### src/rtl/morse_tx_sequencer.sv
// Streams buffered Morse character codes into the single-shot transmitter via start/busy.
// Optional MORSE_SEQ_AUTOSPACE_EN appends a word gap (code 0) whenever the queue drains after a letter.
module morse_tx_sequencer #(
    parameter int DEPTH        = 8,
    parameter int BUSY_TIMEOUT = 15
) (
    input  logic                     clk,
    input  logic                     rst,
    input  logic                     wr_valid,
    input  logic [4:0]               wr_data,
    output logic                     wr_ready,
    input  logic                     flush,
    input  logic                     run,
    output logic                     tx_start,
    output logic [4:0]               tx_char,
    input  logic                     tx_busy,
    output logic [$clog2(DEPTH):0]   fifo_count,
    output logic                     active,
    output logic                     timeout_err
);
    localparam int AW = $clog2(DEPTH);
    localparam int CW = AW + 1;

    typedef enum logic [1:0] {IDLE, WAIT_BUSY, WAIT_DONE} state_e;

    state_e          state_q, state_d;
    logic [4:0]      mem_q [DEPTH];
    logic [4:0]      mem_d [DEPTH];
    logic [AW-1:0]   wr_ptr_q, wr_ptr_d, rd_ptr_q, rd_ptr_d;
    logic [CW-1:0]   count_q, count_d;
    logic            tx_start_q, tx_start_d;
    logic [4:0]      tx_char_q, tx_char_d;
    logic [7:0]      timer_q, timer_d;
    logic            timeout_err_q, timeout_err_d;
`ifdef MORSE_SEQ_AUTOSPACE_EN
    logic            need_space_q, need_space_d;
`endif

    logic            full, empty, do_write, pop, issue;
    logic [4:0]      issue_char;

    always_comb begin
        full       = (count_q == CW'(DEPTH));
        empty      = (count_q == '0);
        do_write   = wr_valid && !full && !flush;
        pop        = 1'b0;
        issue      = 1'b0;
        issue_char = 5'd0;

        state_d       = state_q;
        tx_start_d    = 1'b0;
        tx_char_d     = tx_char_q;
        timer_d       = timer_q;
        timeout_err_d = timeout_err_q;
`ifdef MORSE_SEQ_AUTOSPACE_EN
        need_space_d  = need_space_q;
`endif

        // A flush in IDLE also suppresses the issue so flushed data never leaks out.
        case (state_q)
            IDLE: begin
                if (run && !flush) begin
                    if (!empty) begin
                        pop        = 1'b1;
                        issue      = 1'b1;
                        issue_char = mem_q[rd_ptr_q];
                    end
`ifdef MORSE_SEQ_AUTOSPACE_EN
                    else if (need_space_q) begin
                        issue      = 1'b1;
                        issue_char = 5'd0;
                    end
`endif
                end
            end
            WAIT_BUSY: begin
                if (tx_busy) begin
                    state_d = WAIT_DONE;
                end else if (timer_q == 8'(BUSY_TIMEOUT)) begin
                    timeout_err_d = 1'b1;
                    state_d       = IDLE;
                end else begin
                    timer_d = timer_q + 8'd1;
                end
            end
            WAIT_DONE: begin
                if (!tx_busy) state_d = IDLE;
            end
            default: state_d = IDLE;
        endcase

        if (issue) begin
            tx_char_d  = issue_char;
            tx_start_d = 1'b1;
            timer_d    = 8'd0;
            state_d    = WAIT_BUSY;
`ifdef MORSE_SEQ_AUTOSPACE_EN
            need_space_d = (issue_char != 5'd0);
`endif
        end

        mem_d = mem_q;
        if (do_write) mem_d[wr_ptr_q] = wr_data;

        wr_ptr_d = wr_ptr_q + AW'(do_write);
        rd_ptr_d = rd_ptr_q + AW'(pop);
        count_d  = count_q + CW'(do_write) - CW'(pop);

        if (flush) begin
            wr_ptr_d      = '0;
            rd_ptr_d      = '0;
            count_d       = '0;
            timeout_err_d = 1'b0;
`ifdef MORSE_SEQ_AUTOSPACE_EN
            need_space_d  = 1'b0;
`endif
        end
    end

    always_ff @(posedge clk) begin
        if (rst) begin
            state_q       <= IDLE;
            wr_ptr_q      <= '0;
            rd_ptr_q      <= '0;
            count_q       <= '0;
            tx_start_q    <= 1'b0;
            tx_char_q     <= 5'd0;
            timer_q       <= 8'd0;
            timeout_err_q <= 1'b0;
`ifdef MORSE_SEQ_AUTOSPACE_EN
            need_space_q  <= 1'b0;
`endif
        end else begin
            state_q       <= state_d;
            wr_ptr_q      <= wr_ptr_d;
            rd_ptr_q      <= rd_ptr_d;
            count_q       <= count_d;
            tx_start_q    <= tx_start_d;
            tx_char_q     <= tx_char_d;
            timer_q       <= timer_d;
            timeout_err_q <= timeout_err_d;
`ifdef MORSE_SEQ_AUTOSPACE_EN
            need_space_q  <= need_space_d;
`endif
        end
    end

    // Storage needs no reset: the pointers and count define what is valid.
    always_ff @(posedge clk) begin
        mem_q <= mem_d;
    end

    assign wr_ready    = !full;
    assign tx_start    = tx_start_q;
    assign tx_char     = tx_char_q;
    assign fifo_count  = count_q;
    assign active      = (state_q != IDLE);
    assign timeout_err = timeout_err_q;
endmodule

### config.mk
export PLATFORM = sky130hd
export DESIGN_NAME = morse_tx_sequencer
export DESIGN_NICKNAME = d
export VERILOG_FILES = /design/src/rtl/morse_tx_sequencer.sv
export SDC_FILE = /design/constraint.sdc
export NUM_CORES = 1
export LEC_CHECK = 0
export CORE_UTILIZATION = 55
export DETAILED_ROUTE_END_ITERATION = 7
export PLACE_DENSITY = 0.76
export SYNTH_ARGS = -nofsm -noshare
export SYNTH_HDL_FRONTEND = slang
export SYNTH_SLANG_ARGS = --single-unit
### constraint.sdc
create_clock -name clk -period 4.2 [get_ports clk]
set_input_delay 0.84 -clock clk [delete_from_list [all_inputs] [get_ports clk]]
set_output_delay 0.84 -clock clk [all_outputs]
set_load 0.02 [all_outputs]
==> results by group, run 1 <==
Run status
  – Outcome: finished, final reports clean

Synthesis
  – Number of synthesized flops with an enable pin: 40
  – Post-synth cell types: 36
  – Post-synthesis xor/xnor area fraction: 3.50%
  – Cells after Synth: 197
  – Syn_area_per_cell: 14.0 µm²
  – Prevailing post-synth register cell: edfxtp_1
  – Mux contribution to synthesized area: 8.56%
  – Flop and latch count out of synthesis: 67
  – YS warnings: 0
  – Register area share after synthesis: 63.4%
  – Adder-Cell Fraction of Synth Area: 5.74%
  – Main combinational cell family by area after synthesis: simple AND/OR/NAND/NOR gates
  – Post-synthesis simple-gate area fraction: 13.2%
  – Cell area after synthesis: 0.00275 mm²
  – Synth Area in Compound Gates: 3.28%
  – Asr flop ratio synth: 0%
  – Syn_nets: 220

Critical path
  – Worst Setup Start Kind: input port
  – Worst Path Max Fanout: 10
  – Req. time, crit path: 4.42 ns
  – RR Endpoint: fifo_count[2]
  – Reg-to-reg critical path startpoint: fifo_count[2]
  – Signal arrival time at the worst endpoint: 3.19 ns
  – Worst R2R Setup Slack: 1.62 ns
  – Worst Setup SP: flush
  – CP endpoint: fifo_count[1]
  – Critical path class: in -> reg
  – R2R depth: 10
  – Crit end category: flip-flop

STA
  – Worst-Margin Slew: 0.869 ns
  – Max Slew Vio Count: 0
  – Fmax: 0.336 GHz
  – Relative slew slack: 41.6%
  – Final setup viols: 0
  – Final worst path period need: 2.98 ns
  – Clock skew: 0.00751 ns
  – Unrepaired setup endpoints after global routing: false
  – Final Cycle Share: 70.9%
  – Setup TNS: 0 ns
  – Count of final hold-check violations: 0

Floorplan
  – Core box area: 0.00475 mm²
  – Core Rows: 25
  – Die area: 0.00528 mm²
  – I/O Pins: 24
  – Die X: 72.7 µm
  – Die height: 72.7 µm
  – Initial core utilization: 57.8%

Routing
  – Final WL: 4830 µm
  – Detailed Route Iter0 Violations: 87
  – WL/cell: 16.3 µm
  – Vias per Instance: 5.38
  – Final ANT Viol Nets: 0
  – Via count: 1,599
  – First-pass detailed-route iteration total: 5
  – DR DRC count: 0

Clock tree
  – Bufs on Longest Clock Path: 2
  – Post-CTS setup buffers: 0
  – CTS H-tree depth: 3
  – TritonCTS buffer count: 9
  – CTS tree: done
  – Skew-Pair Late Insertion Delay: 0.33 ns
  – Reg clk slew, reported paths: 0.07 ns
  – Root Buffer: clkbuf_8
  – Clock sinks: 67
  – CTS resizes: 0
  – Cts-stage hold buffer count: 0

Power
  – Leak pwr: 1.08 nW
  – Sw Share: 21.6%
  – P_int: 0.00101 W
  – Switching pwr: 0.000280 W
  – Power per Cell Area: 403 mW/mm²
  – Combinational share of power: 5.7%
  – Register share of total power: 54.8%
  – Clock power frac: 39.5%
  – Max rail drop VDD: 0.246 mV

Global route
  – Largest net degree at the start of global routing: 13
  – Vias in the first global route: 1,655
  – Antenna violations before repair: 0
  – Total Routing Usage GR: 21.5%
  – First-pass GRT wire length: 7890 µm
  – Gr ovfl total: 0

Place
  – Count of input and output buffers: 23
  – Post-DP HPWL: 3570 µm
  – Placer Congestion: 0.773

Cells and area
  – Layout cell share with drive strength beyond 1: 13.5%
  – Ant diodes: 0
  – Layout area overhead: 17.0%
  – Layout Utilization: 67.7%
  – Final #Nets: 248

Job
  – Max_cap viols: 0

Min path
  – Hold Path Class: reg -> reg
-- cell usage in the layout, fill, tap and decap left out, types with 2 or more instances in the layout --
cell             instances
a21oi_1                  2
a21oi_2                  2
and2_1                   7
clkbuf_8                 9
clkdlybuf4s50_1         23
clkinv_2                 2
clkinv_4                 3
dfxtp_1                 27
edfxtp_1                40
ha_1                    11
inv_1                    7
mux4_2                  10
nand2_1                  6
nand2b_1                 4
nand3_1                  3
nand3b_1                 2
nor2_1                  27
nor3_1                   9
nor3b_1                  2
o22ai_1                  5
xnor2_1                 11
-- cell usage after synthesis (all sizes together) (2+ instances only) --
cell type,count,area (µm²)
a21oi,4,27.5
and2,7,43.8
buf,4,32.5
clkbuf,2,7.51
dfxtp,27,541
edfxtp,40,1200
ha,11,138
inv,7,26.3
mux4,10,225
nand2,6,22.5
nand2b,4,25.0
nand3,3,15.0
nand3b,2,15.0
nor2,27,101
nor3,9,45.0
nor3b,2,15.0
nor4,2,18.8
o22ai,5,31.3
or2,3,18.8
or3b,2,20.0
xnor2,11,96.3
-- power by group through the flow --
stage | Combinational (W) | Clock, W | Sequential, W
finish | 0.0000740 | 0.000511 | 0.000710
global route | 0.0000814 | 0.000550 | 0.000711
CTS | 0.0000746 | 0.000521 | 0.000710
detailed placement | 0.0000738 | 0 | 0.000725
global placement | 0.0000705 | 0 | 0.000724
floorplan | 0.0000390 | 0 | 0.000728
-- cells by family after synthesis --
kind of cell,Yosys count
xor+xnor,11
flops,67
simple gates,70
compound gates,13
fa+ha+maj,12
mux,11
buf+inv,13
-- worst min path at each step --
stage | start | end | slack, ns | cells after the start
finish | timeout_err | timeout_err | 0.48 | 2
global route | timeout_err | timeout_err | 0.51 | 2
CTS | timeout_err | timeout_err | 0.48 | 2
detailed placement | timeout_err | timeout_err | 0.46 | 2
global placement | timeout_err | timeout_err | 0.45 | 2
floorplan | timer_q[7] | timer_q[7] | 0.49 | 2
-- metal layers --
metal  up-vias  share of wire [%]  global-route usage [%]
met4         0               0.64                    10.5
met2        36                 55                    39.1
li1        771                  -                       -
met1       790                 41                    23.4
met3         2                3.6                    5.25
met5         -                  0                       0
-- metrics by stage --
stage	cell area, µm²	total power, W	hold WS (ns)	instances	worst slack (ns)
3_3_place_gp	3020	0.000795	0.454	281	0.967
3_5_place_dp	3020	0.000799	0.462	281	0.879
6_report	3220	0.00130	0.479	297	1.22
2_1_floorplan	2750	0.000767	0.486	197	1.63
5_1_grt	3220	0.00134	0.507	297	1.06
4_1_cts	3220	0.00131	0.480	297	1.22
-- state kept, by name, indices dropped and copies added, names as in the netlist --
signal       count
timer_q          8
timeout_err      1
tx_start         1
wr_ptr_q         3
fifo_count       4
rd_ptr_q         3
mem_q           40
state_q          2
tx_char          5
-- critical path: stages --
cell and delay (ns):
clkdlybuf4s50_1 0.45, nor4b_1 0.41, and2_1 0.40, ha_1 0.29, inv_1 0.06, ha_1 0.17, fa_1 0.41, and2_1 0.15
-- final cells by class --
class	instances	area (µm²)
Clock buffer	10	128
Clock inverter	6	66.3
Fill cell	342	1540
Inverter	7	26.3
Multi-Input combinational cell	117	941
Sequential cell	67	1740
Tap cell	67	83.8
Timing Repair Buffer	23	230
No activity file was read; power rests on OpenSTA's default activity.
==> run 2, diff against run 1 <==
--- a/config.mk
+++ b/config.mk
@@ -5,9 +5,9 @@
 export SDC_FILE = /design/constraint.sdc
 export NUM_CORES = 1
 export LEC_CHECK = 0
-export CORE_UTILIZATION = 55
+export CORE_UTILIZATION = 51
 export DETAILED_ROUTE_END_ITERATION = 7
-export PLACE_DENSITY = 0.76
+export PLACE_DENSITY = 0.74
 export SYNTH_ARGS = -nofsm -noshare
 export SYNTH_HDL_FRONTEND = slang
 export SYNTH_SLANG_ARGS = --single-unit
==> constraint.sdc (replaced) <==
create_clock -name clk -period 2.6 [get_ports clk]
set_input_delay 0.52 -clock clk [delete_from_list [all_inputs] [get_ports clk]]
set_output_delay 0.52 -clock clk [all_outputs]
set_load 0.02 [all_outputs]
==> run 2 against run 1 <==
First-iteration DRC count down 17%. Largest power group unchanged. Total power increased by 55%. Cell count grew 5.4%. Die area up 7.6%. Critical path type is now reg -> reg. Critical endpoint is now fifo_count[2].
==> results by group, run 2 (synthesis results as in run 1) <==
Run status
  – Outcome: finished, final reports clean (unchanged)

Critical path
  – Signal arrival time at the worst endpoint: 2.62 ns (was 3.19 ns)
  – CP max stage delay: 0.40 ns (was 0.45 ns)
  – Worst Setup Start Kind: flip-flop (was input port)
  – Reg-to-reg critical path startpoint: fifo_count[2] (unchanged)
  – Slowest CP cell: fa_1 (was clkdlybuf4s50_1)
  – Worst Path Max Fanout: 3 (was 10)
  – Req. time, crit path: 2.83 ns (was 4.42 ns)
  – RR Endpoint: fifo_count[2] (unchanged)
  – Critical path class: reg -> reg (was in -> reg)
  – Worst R2R Setup Slack: 0.21 ns (was 1.62 ns)
  – R2R depth: 10 (unchanged)
  – Buf/Inv on CP: 2 (unchanged)
  – Crit path top cell by count: ha_1
  – Crit end category: flip-flop (unchanged)
  – Crit. path cell count: 10 (was 8)
  – CP cell instances: inv_1 > ha_1 > or3b_4 > and2_1 > ha_1 > inv_1 > ha_1 > fa_1 > xnor2_1 > nor2_1 (was clkdlybuf4s50_1 > nor4b_1 > and2_1 > ha_1 > inv_1 > ha_1 > fa_1 > and2_1)
  – Top delay family on crit path: adder cells (was simple AND/OR/NAND/NOR gates)

Routing
  – First-pass detailed-route iteration total: 4 (was 5)
  – Vias per Instance: 5.11 (was 5.38)
  – DR DRC count: 0 (unchanged)
  – Via count: 1,598 (was 1,599)
  – Final ANT Viol Nets: 0 (unchanged)
  – WL/cell: 14.6 µm (was 16.3 µm)
  – Final WL: 4570 µm (was 4830 µm)
  – Detailed Route Iter0 Violations: 72 (was 87)

Clock tree
  – Post-CTS setup buffers: 0 (unchanged)
  – TritonCTS buffer count: 9 (unchanged)
  – CTS H-tree depth: 3 (unchanged)
  – Reg clk slew, reported paths: 0.07 ns (about the same)
  – Cts-stage hold buffer count: 0 (unchanged)
  – Root Buffer: clkbuf_8 (unchanged)
  – Skew-Pair Late Insertion Delay: 0.34 ns (was 0.33 ns)
  – CTS resizes: 0 (unchanged)
  – Clock sinks: 67 (unchanged)
  – CTS tree: done (unchanged)
  – Bufs on Longest Clock Path: 2 (unchanged)

Power
  – P_int: 0.00155 W (was 0.00101 W)
  – Leak pwr: 1.13 nW (was 1.08 nW)
  – Switching pwr: 0.000462 W (was 0.000280 W)
  – Clock power frac: 36.6% (was 39.5%)
  – Power per Cell Area: 610 mW/mm² (was 403 mW/mm²)
  – Sw Share: 23.0% (was 21.6%)
  – Max rail drop VDD: 0.434 mV (was 0.246 mV)
  – Combinational share of power: 6.3% (was 5.7%)
  – Tot Pwr: 0.00201 W (was 0.00130 W)
  – Register share of total power: 57.1% (was 54.8%)

STA
  – Fmax: 0.419 GHz
  – Final worst path period need: 2.39 ns
  – Relative slew slack: 46.7% (was 41.6%)
  – Count of final hold-check violations: 0 (unchanged)
  – Clock skew: 0.00963 ns (was 0.00751 ns)
  – Setup TNS: 0 ns (unchanged)
  – Final setup viols: 0 (unchanged)
  – Worst-Margin Slew: 0.792 ns (was 0.869 ns)
  – Max Slew Vio Count: 0 (unchanged)
  – Final Cycle Share: 91.9%
  – Unrepaired setup endpoints after global routing: false (unchanged)

Global route
  – GR Layer Usage met3: 7.54% (was 5.25%)
  – Antenna violations before repair: 0 (unchanged)
  – Total Routing Usage GR: 19.0% (was 21.5%)
  – GRT Max-Usage Layer: met2 (unchanged)
  – Vias in the first global route: 1,505 (was 1,655)
  – First-pass GRT wire length: 7370 µm (was 7890 µm)
  – Gr ovfl total: 0 (unchanged)
  – Met2 Usage GRT: 31.3% (was 39.1%)
  – GR Layer Usage met1: 22.4% (was 23.4%)
  – Largest net degree at the start of global routing: 13 (unchanged)

Place
  – Post-DP HPWL: 3360 µm (was 3570 µm)
  – Count of input and output buffers: 23 (unchanged)
  – Placer Congestion: 0.711 (was 0.773)

Floorplan
  – Core Rows: 26 (was 25)
  – Core box area: 0.00514 mm² (was 0.00475 mm²)
  – I/O Pins: 24 (unchanged)
  – Die height: 75.4 µm (was 72.7 µm)
  – Die area: 0.00569 mm² (was 0.00528 mm²)
  – Initial core utilization: 53.5% (was 57.8%)
  – Die X: 75.4 µm (was 72.7 µm)

Cells and area
  – Commonest non-fill, non-tap cell in the layout: edfxtp_1 (unchanged)
  – Layout Utilization: 64.1% (was 67.7%)
  – Max reg flops: 40 (unchanged)
  – Ant diodes: 0 (unchanged)
  – Layout area overhead: 19.8% (was 17.0%)
  – Final #Nets: 261 (was 248)
  – Biggest register: mem_q (unchanged)
  – Layout cell share with drive strength beyond 1: 18.1% (was 13.5%)
  – Commonest non-fill, non-tap cells in the layout: edfxtp_1 (40), nor2_1 (27), dfxtp_1 (27) (unchanged)

Min path
  – Hold Path Class: reg -> reg (unchanged)
  – Worst hold path startpoint: timeout_err (unchanged)
  – Worst hold endpoint: timeout_err (unchanged)
  – Hold Path Cell Cnt: 2 (unchanged)

Job
  – Max_cap viols: 0 (unchanged)
-- run 2: worst min-delay path, delay by kind of cell (launching register included) --
kind,cells,cell delay [ns]
and+or+nand+nor,1,0.07
AOI/OAI and AO/OA,1,0.05
DFF,1,0.33
-- run 2: how the worst max path moves through the flow --
stage	startpoint	to	slack, ns
5_1_grt	fifo_count[2]	fifo_count[2]	0.07
3_3_place_gp	flush	fifo_count[1]	0.03
3_5_place_dp	flush	fifo_count[1]	-0.14
4_1_cts	fifo_count[2]	fifo_count[2]	0.21
6_report	fifo_count[2]	fifo_count[2]	0.21
2_1_floorplan	fifo_count[2]	fifo_count[2]	0.19
-- run 2: cell type report --
cell class              count  area [µm²]
multi-input cells         117         941
clock buffers              10         128
clock inverters             6        42.5
flip-flops and latches     67        1740
repair buffers             36         328
inverters                   7        26.3
fillers                   405        1850
well taps                  70        87.6
-- run 2: power groups by stage --
stage	registers [W]	logic (W)	clock network, W
floorplan	0.00118	0.0000630	0
global placement	0.00117	0.000124	0
detailed placement	0.00117	0.000128	0
CTS	0.00115	0.000129	0.000760
global route	0.00115	0.000142	0.000806
finish	0.00115	0.000127	0.000735
-- run 2: metrics by stage --
stage	hold WS [ns]	setup slack (ns)	cells	instance area [µm²]
2_1_floorplan	0.486	0.192	197	2750
3_3_place_gp	0.451	0.0317	297	3120
3_5_place_dp	0.466	-0.138	297	3120
4_1_cts	0.481	0.208	313	3290
5_1_grt	0.524	0.0728	313	3290
6_report	0.482	0.211	313	3290
-- run 2: per-layer routing --
metal / wire length [µm] / vias up / share of wire, %
met3: 193 / 6 / 4.2
met4: 58 / 0 / 1.3
li1: - / 797 / -
met2: 2350 / 31 / 51
met1: 1970 / 764 / 43
met5: 0 / - / 0
